--- config.mk ---
export PLATFORM = sky130hd
export DESIGN_NAME = rd_ddr_burst_ctrl_flat
export DESIGN_NICKNAME = d
export VERILOG_FILES = /design/src/rtl/rd_ddr_burst_ctrl_if.sv /design/src/rtl/rd_ddr_burst_ctrl.sv /design/src/flat_wrapper.sv
export SDC_FILE = /design/constraint.sdc
export NUM_CORES = 1
export LEC_CHECK = 0
export BUFFER_PORTS_ARGS = -buffer_cell sky130_fd_sc_hd__buf_4
export CAP_MARGIN = 20
export CORE_AREA = 2 2 440 442
export DETAILED_ROUTE_END_ITERATION = 12
export DIE_AREA = 0 0 442 444
export GPL_TIMING_DRIVEN = 0
export PLACE_DENSITY_LB_ADDON = 0.1
export SLEW_MARGIN = 20
export SYNTH_ARGS = -nofsm -noshare
export SYNTH_HDL_FRONTEND = slang
export SYNTH_SLANG_ARGS = --single-unit
--- constraint.sdc ---
create_clock -name i_clk -period 5.9 [get_ports i_clk]
set_clock_uncertainty 0.15 [all_clocks]
set_input_delay 0.295 -clock i_clk [delete_from_list [all_inputs] [get_ports i_clk]]
set_output_delay 0.295 -clock i_clk [all_outputs]
set_load 0.02 [all_outputs]
--- src/rtl/rd_ddr_burst_ctrl_if.sv ---
// AXI4 read-address and read-data channel bundle for rd_ddr_burst_ctrl.
//   master modport : the burst controller. It drives AR and rready and
//                    samples arready and the R channel.
//   slave modport  : the memory side, with all directions reversed.
// Parameters: AW = address width, DW = data width.
interface rd_ddr_burst_ctrl_if #(
  parameter int AW = 32,
  parameter int DW = 512
);
  logic [AW-1:0] araddr;
  logic [7:0]    arlen;
  logic [2:0]    arsize;
  logic [1:0]    arburst;
  logic          arvalid;
  logic          arready;
  logic [DW-1:0] rdata;
  logic [1:0]    rresp;
  logic          rlast;
  logic          rvalid;
  logic          rready;

  modport master (
    output araddr, arlen, arsize, arburst, arvalid, rready,
    input  arready, rdata, rresp, rlast, rvalid
  );

  modport slave (
    input  araddr, arlen, arsize, arburst, arvalid, rready,
    output arready, rdata, rresp, rlast, rvalid
  );
endinterface

--- src/rtl/rd_ddr_burst_ctrl.sv ---
// DDR read burst controller.
// The controller accepts read commands of the form (queue, byte count, flag).
// It splits each command into AXI4 INCR read bursts and forwards the read
// data downstream. A last marker is raised on the final beat of the whole
// command. When the command is complete, a one-cycle finish pulse is issued.
// Each queue owns a region of P_QUEUE_SPACE bytes. The read pointer of a
// queue wraps circularly inside that region.
// Ports:
//   i_clk, i_rst_n            clock, asynchronous active-low reset
//   i_rd_*                    command channel (valid/ready handshake)
//   o_rd_byte_ready           command ready, high only while idle
//   o_rd_queue_finish         one-cycle pulse: the command is done
//   o_req_err                 one-cycle pulse: queue index out of range
//   m_axi                     AXI4 AR + R channels (master modport)
//   o_rd_data/flag/valid/last downstream beat, with i_rd_ready as ready
//   o_rresp_err               sticky: a nonzero rresp was seen since reset
module rd_ddr_burst_ctrl #(
  parameter int          C_M_AXI_ADDR_WIDTH = 32,
  parameter int          C_M_AXI_DATA_WIDTH = 512,
  parameter int          P_DDR_LOCAL_QUEUE  = 4,
  parameter int          P_QUEUE_NUM        = 8,
  parameter logic [31:0] P_QUEUE_SPACE      = 32'h0040_0000,
  parameter int          P_MAX_BURST_LEN    = 64
) (
  input  logic                          i_clk,
  input  logic                          i_rst_n,
  input  logic                          i_rd_flag,
  input  logic [P_DDR_LOCAL_QUEUE-1:0]  i_rd_queue,
  input  logic [C_M_AXI_ADDR_WIDTH-1:0] i_rd_byte,
  input  logic                          i_rd_byte_valid,
  output logic                          o_rd_byte_ready,
  output logic                          o_rd_queue_finish,
  output logic                          o_req_err,
  rd_ddr_burst_ctrl_if.master           m_axi,
  output logic [C_M_AXI_DATA_WIDTH-1:0] o_rd_data,
  output logic                          o_rd_flag,
  output logic                          o_rd_valid,
  output logic                          o_rd_last,
  input  logic                          i_rd_ready,
  output logic                          o_rresp_err
);

  localparam int AW     = C_M_AXI_ADDR_WIDTH;
  localparam int DW     = C_M_AXI_DATA_WIDTH;
  localparam int QW     = P_DDR_LOCAL_QUEUE;
  localparam int BYTES  = DW / 8;
  localparam int BSHIFT = $clog2(BYTES);
  localparam int LEN_W  = 9;
  localparam int QIDX_W = (P_QUEUE_NUM > 1) ? $clog2(P_QUEUE_NUM) : 1;
  localparam logic [QW:0] QNUM = (QW + 1)'(P_QUEUE_NUM);

  typedef enum logic [2:0] {
    IDLE   = 3'd0,
    CALC   = 3'd1,
    AR     = 3'd2,
    RDATA  = 3'd3,
    FINISH = 3'd4
  } state_t;

  // Unsigned minimum, used to clamp the burst length.
  function automatic logic [AW-1:0] min_u(input logic [AW-1:0] a, input logic [AW-1:0] b);
    return (a < b) ? a : b;
  endfunction

  state_t             state_r;
  state_t             state_nx_s;
  logic               ready_r;
  logic [QW-1:0]      queue_r;
  logic               queue_bad_r;
  logic               flag_r;
  logic [AW-1:0]      rem_r;
  logic [LEN_W-1:0]   len_r;
  logic [AW-1:0]      araddr_r;
  logic [7:0]         arlen_r;
  logic               rresp_err_r;
  logic [AW-1:0]      ptr_r [P_QUEUE_NUM];

  logic [QIDX_W-1:0]  qidx_s;
  logic [AW-1:0]      ptr_cur_s;
  logic [AW-1:0]      tail_s;
  logic [LEN_W-1:0]   len_s;
  logic [AW-1:0]      base_s;
  logic [AW-1:0]      ptr_nx_s;
  logic [AW:0]        byte_sum_s;
  logic [AW-1:0]      beats_s;
  logic               in_rdata_s;
  logic               r_hs_s;

  assign qidx_s    = queue_r[QIDX_W-1:0];
  assign ptr_cur_s = ptr_r[qidx_s];
  // The number of beats left before the next 4 KB boundary. Because the region
  // size is a multiple of 4 KB, this limit also prevents a region wrap
  // inside a burst.
  assign tail_s    = (AW'(13'd4096) - AW'(ptr_cur_s[11:0])) >> BSHIFT;
  assign len_s     = LEN_W'(min_u(min_u(rem_r, AW'(P_MAX_BURST_LEN)), tail_s));
  assign base_s    = AW'(queue_r) * AW'(P_QUEUE_SPACE);
  assign ptr_nx_s  = (ptr_cur_s + (AW'(len_r) << BSHIFT)) & AW'(P_QUEUE_SPACE - 32'd1);
  // Round the byte count up to whole beats. The extra bit absorbs a carry
  // when the byte count is close to the maximum value.
  assign byte_sum_s = {1'b0, i_rd_byte} + (AW + 1)'(BYTES - 1);
  assign beats_s    = AW'(byte_sum_s >> BSHIFT);

  assign in_rdata_s = (state_r == RDATA);
  assign r_hs_s     = in_rdata_s & m_axi.rvalid & i_rd_ready;

  assign o_rd_byte_ready   = ready_r;
  assign o_rd_queue_finish = (state_r == FINISH);
  assign o_req_err         = (state_r == CALC) & queue_bad_r;
  assign o_rresp_err       = rresp_err_r;

  assign m_axi.araddr  = araddr_r;
  assign m_axi.arlen   = arlen_r;
  assign m_axi.arsize  = 3'(BSHIFT);
  assign m_axi.arburst = 2'b01;
  assign m_axi.arvalid = (state_r == AR);
  assign m_axi.rready  = in_rdata_s & i_rd_ready;

  assign o_rd_valid = in_rdata_s & m_axi.rvalid;
  assign o_rd_data  = in_rdata_s ? m_axi.rdata : {DW{1'b0}};
  assign o_rd_flag  = in_rdata_s & flag_r;
  assign o_rd_last  = in_rdata_s & m_axi.rlast & (rem_r == {AW{1'b0}});

  // Next-state logic.
  always_comb begin
    state_nx_s = state_r;
    case (state_r)
      IDLE: begin
        if (i_rd_byte_valid && ready_r) begin
          state_nx_s = CALC;
        end else begin
          state_nx_s = IDLE;
        end
      end
      CALC: begin
        if (queue_bad_r || (rem_r == {AW{1'b0}})) begin
          state_nx_s = FINISH;
        end else begin
          state_nx_s = AR;
        end
      end
      AR: begin
        if (m_axi.arready) begin
          state_nx_s = RDATA;
        end else begin
          state_nx_s = AR;
        end
      end
      RDATA: begin
        if (r_hs_s && m_axi.rlast) begin
          state_nx_s = (rem_r == {AW{1'b0}}) ? FINISH : CALC;
        end else begin
          state_nx_s = RDATA;
        end
      end
      FINISH:  state_nx_s = IDLE;
      default: state_nx_s = IDLE;
    endcase
  end

  // State register.
  always_ff @(posedge i_clk or negedge i_rst_n) begin
    if (!i_rst_n) begin
      state_r <= IDLE;
    end else begin
      state_r <= state_nx_s;
    end
  end

  // Command latch, burst setup, per-queue pointers and the sticky error flag.
  always_ff @(posedge i_clk or negedge i_rst_n) begin
    if (!i_rst_n) begin
      ready_r     <= 1'b0;
      queue_r     <= {QW{1'b0}};
      queue_bad_r <= 1'b0;
      flag_r      <= 1'b0;
      rem_r       <= {AW{1'b0}};
      len_r       <= {LEN_W{1'b0}};
      araddr_r    <= {AW{1'b0}};
      arlen_r     <= 8'd0;
      rresp_err_r <= 1'b0;
      for (int i = 0; i < P_QUEUE_NUM; i++) begin
        ptr_r[i] <= {AW{1'b0}};
      end
    end else begin
      // Registered ready. It stays low for one cycle after reset and
      // otherwise follows the IDLE state.
      ready_r <= (state_nx_s == IDLE);
      case (state_r)
        IDLE: begin
          if (i_rd_byte_valid && ready_r) begin
            queue_r     <= i_rd_queue;
            queue_bad_r <= ({1'b0, i_rd_queue} >= QNUM);
            flag_r      <= i_rd_flag;
            rem_r       <= beats_s;
          end
        end
        CALC: begin
          if (!queue_bad_r && (rem_r != {AW{1'b0}})) begin
            araddr_r <= base_s + ptr_cur_s;
            arlen_r  <= 8'(len_s - LEN_W'(1));
            len_r    <= len_s;
          end
        end
        AR: begin
          if (m_axi.arready) begin
            ptr_r[qidx_s] <= ptr_nx_s;
            rem_r         <= rem_r - AW'(len_r);
          end
        end
        RDATA: begin
          if (r_hs_s && (m_axi.rresp != 2'b00)) begin
            rresp_err_r <= 1'b1;
          end
        end
        default: begin
        end
      endcase
    end
  end

endmodule

--- src/flat_wrapper.sv ---
// flat-port wrapper written by rule: the top's interface ports become plain ports
module rd_ddr_burst_ctrl_flat 
#(
  parameter int          C_M_AXI_ADDR_WIDTH = 32,
  parameter int          C_M_AXI_DATA_WIDTH = 512,
  parameter int          P_DDR_LOCAL_QUEUE  = 4,
  parameter int          P_QUEUE_NUM        = 8,
  parameter logic [31:0] P_QUEUE_SPACE      = 32'h0040_0000,
  parameter int          P_MAX_BURST_LEN    = 64
)
  (i_clk, i_rst_n, i_rd_flag, i_rd_queue, i_rd_byte, i_rd_byte_valid, o_rd_byte_ready, o_rd_queue_finish, o_req_err, o_rd_data, o_rd_flag, o_rd_valid, o_rd_last, i_rd_ready, o_rresp_err, m_axi_araddr, m_axi_arlen, m_axi_arsize, m_axi_arburst, m_axi_arvalid, m_axi_rready, m_axi_arready, m_axi_rdata, m_axi_rresp, m_axi_rlast, m_axi_rvalid);
  rd_ddr_burst_ctrl_if #(.AW((32)), .DW((512))) m_axi_i ();
  input  logic i_clk;
  input  logic i_rst_n;
  input  logic i_rd_flag;
  input  logic [P_DDR_LOCAL_QUEUE-1:0] i_rd_queue;
  input  logic [C_M_AXI_ADDR_WIDTH-1:0] i_rd_byte;
  input  logic i_rd_byte_valid;
  output logic o_rd_byte_ready;
  output logic o_rd_queue_finish;
  output logic o_req_err;
  output logic [C_M_AXI_DATA_WIDTH-1:0] o_rd_data;
  output logic o_rd_flag;
  output logic o_rd_valid;
  output logic o_rd_last;
  input  logic i_rd_ready;
  output logic o_rresp_err;
  output wire logic [$bits(m_axi_i.araddr)-1:0] m_axi_araddr;
  output wire logic [$bits(m_axi_i.arlen)-1:0] m_axi_arlen;
  output wire logic [$bits(m_axi_i.arsize)-1:0] m_axi_arsize;
  output wire logic [$bits(m_axi_i.arburst)-1:0] m_axi_arburst;
  output wire logic [$bits(m_axi_i.arvalid)-1:0] m_axi_arvalid;
  output wire logic [$bits(m_axi_i.rready)-1:0] m_axi_rready;
  input wire logic [$bits(m_axi_i.arready)-1:0] m_axi_arready;
  input wire logic [$bits(m_axi_i.rdata)-1:0] m_axi_rdata;
  input wire logic [$bits(m_axi_i.rresp)-1:0] m_axi_rresp;
  input wire logic [$bits(m_axi_i.rlast)-1:0] m_axi_rlast;
  input wire logic [$bits(m_axi_i.rvalid)-1:0] m_axi_rvalid;
  assign m_axi_araddr = m_axi_i.araddr;
  assign m_axi_arlen = m_axi_i.arlen;
  assign m_axi_arsize = m_axi_i.arsize;
  assign m_axi_arburst = m_axi_i.arburst;
  assign m_axi_arvalid = m_axi_i.arvalid;
  assign m_axi_rready = m_axi_i.rready;
  assign m_axi_i.arready = m_axi_arready;
  assign m_axi_i.rdata = m_axi_rdata;
  assign m_axi_i.rresp = m_axi_rresp;
  assign m_axi_i.rlast = m_axi_rlast;
  assign m_axi_i.rvalid = m_axi_rvalid;
  rd_ddr_burst_ctrl #(.C_M_AXI_ADDR_WIDTH(C_M_AXI_ADDR_WIDTH), .C_M_AXI_DATA_WIDTH(C_M_AXI_DATA_WIDTH), .P_DDR_LOCAL_QUEUE(P_DDR_LOCAL_QUEUE), .P_QUEUE_NUM(P_QUEUE_NUM), .P_QUEUE_SPACE(P_QUEUE_SPACE), .P_MAX_BURST_LEN(P_MAX_BURST_LEN)) u_core (.i_clk(i_clk), .i_rst_n(i_rst_n), .i_rd_flag(i_rd_flag), .i_rd_queue(i_rd_queue), .i_rd_byte(i_rd_byte), .i_rd_byte_valid(i_rd_byte_valid), .o_rd_byte_ready(o_rd_byte_ready), .o_rd_queue_finish(o_rd_queue_finish), .o_req_err(o_req_err), .m_axi(m_axi_i), .o_rd_data(o_rd_data), .o_rd_flag(o_rd_flag), .o_rd_valid(o_rd_valid), .o_rd_last(o_rd_last), .i_rd_ready(i_rd_ready), .o_rresp_err(o_rresp_err));
endmodule
==> results.json, run 1 <==
{
  "synth_cells": 1909,
  "cts.sinks": 262,
  "htreeDepth": 2,
  "ios": 1124,
  "grt.total_usage": 0.263,
  "area_growth_pct": 81.7,
  "startpoint_type": "flip-flop",
  "ant_nets": 0,
  "critPathRequiredTime_ns": 6.18,
  "utilization": 0.157,
  "antenna_found_initial": 118,
  "drt_iter0_markers": 1561,
  "final_cell_mix": "buf_4, and2_1, dfrtp_1",
  "root_buffer": "clkbuf_16",
  "start_util": 0.0866,
  "drive_gt1_frac": 0.423,
  "io_buffer_count": 1112,
  "clk_latency_ns": 0.58,
  "first_pass_iters": 7,
  "worst-setup-path-type": "reg -> reg",
  "worst_pin_slew_ns": 1.11,
  "p_total_uw": 15600,
  "cts_tree": "yes",
  "crit_path_cell_trace": "buf_6 -> buf_6 -> buf_6 -> clkbuf_4 -> a221oi_2 -> o22ai_2 -> buf_6 -> nor4_1 -> nand3_1 -> buf_4 -> nor2_2 -> inv_1 -> ha_1 -> and3_1 -> a221oi_4 -> and2_4 -> a31oi_4 -> buf_6 -> a21oi_2 -> ha_2 -> o21ai_0 -> mux2i_1 -> xor2_1 -> o21ai_1",
  "place.detailed.instances": 5560,
  "grt_pass1_wl_um": 316000,
  "power.density_nw_per_um2": 516,
  "timing.final.hold_violations": 0,
  "grt_setup_unrepaired": "no",
  "max_slew_margin": 0.252,
  "synth_seq_cells": 262,
  "fillers": 21971,
  "critPathMaxFanout": 10,
  "crit_start": "u_core.queue_r[1]",
  "status": "completed",
  "cpMaxStageDelayCell": "dfrtp_1",
  "worstHoldStart": "i_rd_flag",
  "fin_nets": 3675,
  "slowest_delay_ns": 0.38,
  "leakage_uw": 0.0141,
  "vias": 20543,
  "synth_area_per_cell_um2": 8.69,
  "slew_viol_final": 0,
  "die_area_um2": 196000,
  "clk_pin_slew_ns": 0.06,
  "async_flop_share": 1.00,
  "cts_buffers": 38,
  "rr_startpoint": "u_core.queue_r[1]",
  "synth_ff_type": "dfrtp_1",
  "whs_ns": 0.0272,
  "dieHeight_um": 444,
  "irDropWorstVdd_v": 0.000227,
  "synth_warnings": 0,
  "ys_seq_area_frac": 0.395,
  "syn_area_um2": 16600,
  "die_w_um": 442,
  "hpwl_um": 244000,
  "grt_pass1_vias": 20810,
  "rows": 161,
  "cap_violations": 0,
  "mostFrequentLayoutCell": "buf_4",
  "synth_cell_types": 76,
  "min_period_ns": 5.60,
  "cpMostUsedCell": "buf_6",
  "coreArea_um2": 192000,
  "hp-class": "in -> reg",
  "max_freq_mhz": 179,
  "gr-total-overflow": 0,
  "wl_um": 268000,
  "cts_buffer_depth": 3,
  "remaining_drc_errors": 0,
  "grt_max_degree": 84,
  "min_period_over_period": 0.949,
  "crit_arrival_ns": 5.88,
  "gp_congestion": 0.983,
  "vias_per_cell": 3.56,
  "end_kind": "flip-flop",
  "finalSetupViolations": 0,
  "synth_edf_count": 0,
  "instances_no_fill": 5766,
  "wl_per_cell_um": 46.4
}
==> report_power, final <==
| group | internal, uW | switching, uW | total [uW] | leakage [uW] |
|---|---|---|---|---|
| logic | 3180 | 7360 | 10500 | 0.00998 |
| clock network | 1430 | 982 | 2410 | 0.000635 |
| registers | 2240 | 370 | 2610 | 0.00348 |
==> through the flow <==
step	setup TNS [ns]	worst slack [ns]	cell area [um2]
2_1_floorplan	0	1.15	16600
3_3_place_gp	-31.41	-1.08	28100
3_5_place_dp	-12.74	-0.625	28300
4_1_cts	0	0.0163	29800
5_1_grt	0	0.00215	30000
6_report	0	0.300	30200
==> metal layers <==
metal	wire length, um	share of wire	vias to the layer above	track usage
li1	-	-	8786	-
met5	253	0.00095	-	0
met4	18700	0.070	38	0.154
met3	18400	0.069	304	0.0757
met2	130000	0.48	1076	0.451
met1	101000	0.38	10339	0.290
==> cells by family after synthesis <==
logic type	count (synthesis)	synth area share
other cells	2	0.000453
flops	262	0.395
xor+xnor	49	0.0263
mux	92	0.0786
buf+inv	227	0.0571
compound gates	307	0.110
fa+ha+maj	26	0.0205
simple gates	944	0.312
==> final cells by class <==
| type | count | area [um2] | share of cell area |
|---|---|---|---|
| antenna | 122 | 305 | 0.0101 |
| buffer | 187 | 822 | 0.0273 |
| clock buffer | 55 | 1130 | 0.0376 |
| clock inverter | 12 | 159 | 0.00527 |
| inverter | 40 | 150 | 0.00498 |
| multi-input combinational | 1429 | 9250 | 0.307 |
| sequential | 262 | 6560 | 0.217 |
| tap | 2526 | 3160 | 0.105 |
| timing repair buffer | 1133 | 8620 | 0.286 |
==> critical path: cells and delay by family, from the launching register on <==
family / cells / cell delay [ns]
mux: 1 / 0.18
xor+xnor: 1 / 0.20
simple gates: 5 / 0.99
fa+ha+maj: 2 / 0.59
compound gates: 7 / 1.48
flops: 1 / 0.38
buf+inv: 8 / 1.46
==> flip-flops by register name, indices dropped and copies added (netlist names) <==
name / flops
u_core.queue_r: 4
u_core.ptr_r: 176
u_core.o_rresp_err: 1
u_core.len_r: 9
u_core.flag_r: 1
u_core.m_axi.araddr: 26
u_core.queue_bad_r: 1
u_core.rem_r: 32
u_core.state_r: 3
u_core.o_rd_byte_ready: 1
u_core.m_axi.arlen: 8
==> timing repair <==
action	in CTS	in global routing
setup endpoints to repair	60	37
setup buffers	0	1
pin swaps	0	3
hold endpoints to repair	71	0
resized for setup	13	17
hold buffers	16	0
==> worst paths after layout <==
check	endpoint	slack, ns	depth (start not counted)
max in group asynchronous	u_core.m_axi.araddr[1]	4.21	4
setup / recovery	u_core.m_axi.arlen[6]	0.30	24
min in group asynchronous	u_core.m_axi.araddr[15]	0.10	2
hold reg to reg	u_core.ptr_r[225]	0.29	1
setup reg to reg	u_core.m_axi.arlen[6]	0.30	24
hold / removal	u_core.flag_r	0.03	3
==> Yosys cell counts (5+ instances only) <==
cell	count	area, um2
a221oi_1	8	70.1
clkbuf_1	155	582
a21oi_1	45	225
mux4_1	6	158
inv_1	39	146
dfrtp_1	262	6560
a22oi_1	5	37.5
nor3_1	22	110
nor2_1	55	206
a21o_1	5	37.5
or2_2	7	43.8
a22o_1	5	43.8
ha_1	24	300
buf_4	13	97.6
nor2b_1	10	62.6
nand2_1	232	871
o21ai_0	178	891
nor4_1	10	62.6
nand3_1	30	150
and3_1	15	93.8
and2_1	526	3290
o21ai_1	7	35.0
or4_1	8	60.1
xnor2_1	32	280
mux2i_1	29	290
mux4_2	19	428
mux2_2	38	428
xor2_1	16	140
or3_1	6	37.5
buf_2	13	65.1
No activity file was read; power rests on OpenSTA's default activity.
==> run 2: changes to the inputs <==
==> constraint.sdc (replaced) <==
create_clock -name i_clk -period 5.9 [get_ports i_clk]
set_clock_uncertainty 0.15 [all_clocks]
set_input_delay 1.18 -clock i_clk [delete_from_list [all_inputs] [get_ports i_clk]]
set_output_delay 1.18 -clock i_clk [all_outputs]
set_load 0.02 [all_outputs]
==> results.json, run 2 (same netlist as run 1, synthesis figures left out) <==
{
  "status": "completed",
  "clk_latency_ns": 0.58,
  "worst_pin_slew_ns": 1.13,
  "root_buffer": "clkbuf_16",
  "cts.sinks": 262,
  "switching_power_uw": 8700,
  "startpoint_type": "flip-flop",
  "end_kind": "flip-flop",
  "crit_path_cell_trace": "buf_6 -> buf_6 -> buf_6 -> clkbuf_4 -> a221oi_2 -> o22ai_2 -> buf_6 -> nor4_1 -> nand3_1 -> buf_4 -> nor2_2 -> inv_1 -> ha_1 -> and3_1 -> a221oi_4 -> and2_4 -> a31oi_4 -> buf_6 -> a21oi_2 -> ha_2 -> o21ai_0 -> mux2i_1 -> xor2_1 -> o21ai_1",
  "grt_pass1_wl_um": 316000,
  "worst-setup-path-type": "reg -> reg",
  "max_slew_margin": 0.238,
  "combPwrFrac": 0.676,
  "drive_gt1_frac": 0.425,
  "whs_ns": 0.295,
  "grt_setup_unrepaired": "no",
  "gr-total-overflow": 0,
  "cts_buffers": 38,
  "area_growth_pct": 80.5,
  "fin_nets": 3659,
  "hp-class": "reg -> reg",
  "critPathRequiredTime_ns": 6.18,
  "slew_viol_final": 0,
  "remaining_drc_errors": 0,
  "min_period_ns": 5.58,
  "io_buffer_count": 1112,
  "vias": 20598,
  "cpMostUsedCell": "buf_6",
  "ant_nets": 0,
  "internal_power_uw": 6830,
  "gp_congestion": 0.983,
  "grt.total_usage": 0.263,
  "max_freq_mhz": 179,
  "leakage_uw": 0.0140,
  "slowest_delay_ns": 0.38,
  "cap_violations": 0,
  "htreeDepth": 2,
  "finalSetupTns_ns": 0,
  "ios": 1124,
  "top_register": "u_core.ptr_r",
  "wl_per_cell_um": 46.7,
  "clk_pin_slew_ns": 0.06,
  "wl_um": 268000,
  "pwr-share-seq": 0.168,
  "p_sw_frac": 0.560,
  "postCtsHoldBufs": 0,
  "timing.final.hold_violations": 0,
  "cts_buffer_depth": 3,
  "die_w_um": 442,
  "critPathMaxFanout": 10,
  "instances_no_fill": 5737,
  "dieHeight_um": 444,
  "utilization": 0.156,
  "die_area_um2": 196000,
  "irDropWorstVdd_v": 0.000227,
  "mostFrequentLayoutCell": "buf_4",
  "vias_per_cell": 3.59,
  "grt_pass1_vias": 20737,
  "final_cell_mix": "buf_4, and2_1, dfrtp_1",
  "largest_reg_flops": 176,
  "min_period_over_period": 0.945,
  "coreArea_um2": 192000,
  "hpwl_um": 244000,
  "drt_iter0_markers": 1607,
  "place.detailed.instances": 5560,
  "cpMaxStageDelayCell": "dfrtp_1",
  "grt_max_degree": 84,
  "power_frac_clock": 0.156,
  "finalSetupViolations": 0,
  "rows": 161,
  "antenna_found_initial": 117,
  "crit_arrival_ns": 5.86,
  "start_util": 0.0866,
  "cts_tree": "yes",
  "power.density_nw_per_um2": 519,
  "first_pass_iters": 7,
  "p_total_uw": 15500
}
## run 2: layout make-up
class                   instances  area (um2)
fillers                     21966      162000
flip-flops and latches        262        6560
repair buffers               1117        8460
clock inverters                12         159
well taps                    2526        3160
clock buffers                  55        1130
multi-input cells            1429        9230
plain buffers                 187         822
inverters                      40         150
diodes                        109         273
## run 2: timing repair
action / in CTS / in global routing
resized for setup: 13 / 16
pin swaps: 0 / 3
endpoints found under the setup margin: 60 / 37
setup buffers: 0 / 1
gates cloned: 0 / 0
## run 2: power groups by stage
| stage | combinational [uW] | sequential, uW | clock [uW] |
|---|---|---|---|
| after detailed placement | 10400 | 2630 | 0 |
| after CTS | 10500 | 2610 | 2500 |
| after floorplan | 4460 | 2580 | 0 |
| after global routing | 10900 | 2660 | 2570 |
| after global placement | 10500 | 2640 | 0 |
| final | 10500 | 2610 | 2420 |
## run 2: per-stage QoR
| stage | setup WS [ns] | instance area, um2 |
|---|---|---|
| 3_5_place_dp | -0.625 | 28300 |
| 4_1_cts | 0.0163 | 29600 |
| 6_report | 0.322 | 29900 |
| 2_1_floorplan | 1.15 | 16600 |
| 3_3_place_gp | -1.08 | 28100 |
| 5_1_grt | 0.00213 | 29900 |
## run 2: routing by layer
| metal | vias to the layer above | global-route usage | share of wire |
|---|---|---|---|
| li1 | 8736 | - | - |
| met1 | 10438 | 0.287 | 0.37 |
| met2 | 1086 | 0.452 | 0.49 |
| met3 | 304 | 0.0792 | 0.072 |
| met4 | 34 | 0.152 | 0.063 |
| met5 | - | 0 | 0.00077 |
## run 2: worst paths after layout
path | startpoint | end | slack, ns | cells past startpoint
min in group asynchronous | i_rst_n | u_core.m_axi.araddr[15] | 0.39 | 1
worst min-delay path | u_core.ptr_r[225] | u_core.ptr_r[225] | 0.29 | 1
worst max register to register | u_core.queue_r[1] | u_core.m_axi.arlen[6] | 0.32 | 24
worst min register to register | u_core.ptr_r[225] | u_core.ptr_r[225] | 0.29 | 1
max in group asynchronous | i_rst_n | u_core.m_axi.araddr[1] | 3.92 | 3
worst max-delay path | u_core.queue_r[1] | u_core.m_axi.arlen[6] | 0.32 | 24
## run 2: worst max-delay path: cells and delay by family (launching register included)
kind,cells,cell delay [ns]
compound gates,7,1.45
xor+xnor,1,0.20
fa+ha+maj,2,0.58
buf+inv,8,1.46
flops,1,0.38
mux,1,0.18
simple gates,5,0.99
==> run 3: changes to the inputs <==
Settings changed: PLACE_DENSITY set to 0.3, PLACE_DENSITY_LB_ADDON 0.1 to unset.
==> results.json, run 3 (same netlist as run 1, synthesis figures left out) <==
{
  "area_growth_pct": 79.2,
  "combPwrFrac": 0.688,
  "crit_arrival_ns": 5.91,
  "start_util": 0.0866,
  "end_kind": "flip-flop",
  "hold_path_depth": 1,
  "ant_nets": 0,
  "root_buffer": "clkbuf_16",
  "ff2ff_setup_slack_ns": 0.28,
  "rr_endpoint": "u_core.m_axi.arlen[6]",
  "wl_per_cell_um": 47.5,
  "pwr-share-seq": 0.163,
  "crit_start": "u_core.queue_r[2]",
  "wl_um": 269000,
  "coreArea_um2": 192000,
  "ios": 1124,
  "remaining_drc_errors": 0,
  "dieHeight_um": 444,
  "vias_per_cell": 3.60,
  "finalSetupViolations": 0,
  "htreeDepth": 2,
  "critPathMaxFanout": 10,
  "slew_viol_final": 0,
  "finalSetupTns_ns": 0,
  "hpwl_um": 248000,
  "vias": 20374,
  "irDropWorstVdd_v": 0.000201,
  "rr_startpoint": "u_core.queue_r[2]",
  "power.density_nw_per_um2": 535,
  "drt_iter0_markers": 1641,
  "fin_nets": 3659,
  "antenna_found_initial": 91,
  "mostFrequentLayoutCell": "buf_4",
  "die_w_um": 442,
  "final_cell_mix": "buf_4, and2_1, dfrtp_1",
  "min_period_over_period": 0.953,
  "cts_buffer_depth": 3,
  "first_pass_iters": 5,
  "status": "completed",
  "clk_latency_ns": 0.58,
  "fin_ws_ns": 0.276,
  "utilization": 0.155,
  "cap_violations": 0,
  "largest_reg_flops": 176,
  "gr-total-overflow": 0,
  "gp_congestion": 0.967,
  "cts_tree": "yes",
  "grt_pass1_wl_um": 315000,
  "io_buffer_count": 1112,
  "cts.sinks": 262,
  "internal_power_uw": 6820,
  "whs_ns": 0.295,
  "timing.final.hold_violations": 0,
  "grt_max_degree": 85,
  "worst-setup-path-type": "reg -> reg",
  "r2r.worst_path.cells": 21,
  "clk_pin_slew_ns": 0.06,
  "grt.total_usage": 0.265,
  "holdPathEnd": "u_core.ptr_r[132]",
  "grt_setup_unrepaired": "no",
  "grt_pass1_vias": 19969,
  "worst_pin_slew_ns": 1.13,
  "top_register": "u_core.ptr_r",
  "p_sw_frac": 0.572,
  "cts_buffers": 36,
  "startpoint_type": "flip-flop",
  "rows": 161,
  "place_ws_ns": -0.536,
  "max_freq_mhz": 178,
  "worstHoldStart": "u_core.ptr_r[132]",
  "die_area_um2": 196000,
  "leakage_uw": 0.0140,
  "max_slew_margin": 0.246,
  "critPathRequiredTime_ns": 6.18,
  "drive_gt1_frac": 0.424,
  "min_period_ns": 5.62,
  "hp-class": "reg -> reg",
  "switching_power_uw": 9100,
  "power_frac_clock": 0.149
}
run 3: per-layer routing:
layer,vias to the layer above,GRT usage,part of all wire
met1,10425,0.273,0.36
li1,8676,-,-
met5,-,0,0.00064
met4,26,0.129,0.059
met3,236,0.0818,0.070
met2,1011,0.483,0.51
run 3: area by class of cell:
type                    instances  area, um2
flip-flops and latches        262       6560
plain buffers                 186        815
well taps                    2526       3160
repair buffers               1120       8490
inverters                      40        150
multi-input cells            1429       9220
clock inverters                14        185
clock buffers                  51       1080
diodes                         33       82.6
fillers                     21982     162000
run 3: worst max-delay path, cell delays in order (launching register included):
cell      delay, ns
dfrtp_1        0.38
clkbuf_4       0.26
buf_4          0.29
mux2_2         0.38
a221oi_2       0.31
o22ai_4        0.21
nor4_1         0.33
nand3_2        0.22
nor2_2         0.23
inv_1          0.07
ha_1           0.32
and3_1         0.24
a221oi_4       0.33
and2_4         0.21
a31oi_4        0.19
buf_6          0.21
a21oi_1        0.22
ha_2           0.31
o21ai_0        0.13
mux2i_1        0.20
xor2_1         0.22
o21ai_1        0.08
run 3: worst max path at each step:
stage | cells after the start | end | slack, ns
after floorplan | 21 | u_core.m_axi.arlen[6] | 1.15
after global routing | 22 | u_core.m_axi.arlen[6] | 0.03
after global placement | 20 | u_core.m_axi.arlen[4] | -0.84
final | 21 | u_core.m_axi.arlen[6] | 0.28
after CTS | 20 | u_core.m_axi.arlen[6] | 0.004
after detailed placement | 22 | u_core.m_axi.arlen[4] | -0.54
run 3: per-stage QoR:
stage	area (um2)	total power (uW)	instances
after floorplan	16600	7040	1918
after global placement	28100	13500	5556
after detailed placement	28300	13500	5562
after CTS	29600	16000	5626
after global routing	29700	16500	5632
final	29700	15900	5661
run 3: power groups by stage:
stage	clock network (uW)	registers [uW]	logic, uW
after detailed placement	0	2610	10900
after global placement	0	2610	10900
after global routing	2490	2650	11300
after floorplan	0	2580	4460
final	2370	2600	10900
after CTS	2410	2590	11000
run 3: what timing repair did:
item / CTS / global route
setup buffers: 0 / 2
hold buffers: 0 / 0
gates resized for setup: 10 / 21
cloned: 0 / 0
setup endpoints to repair: 4 / 30
pin swaps: 0 / 4
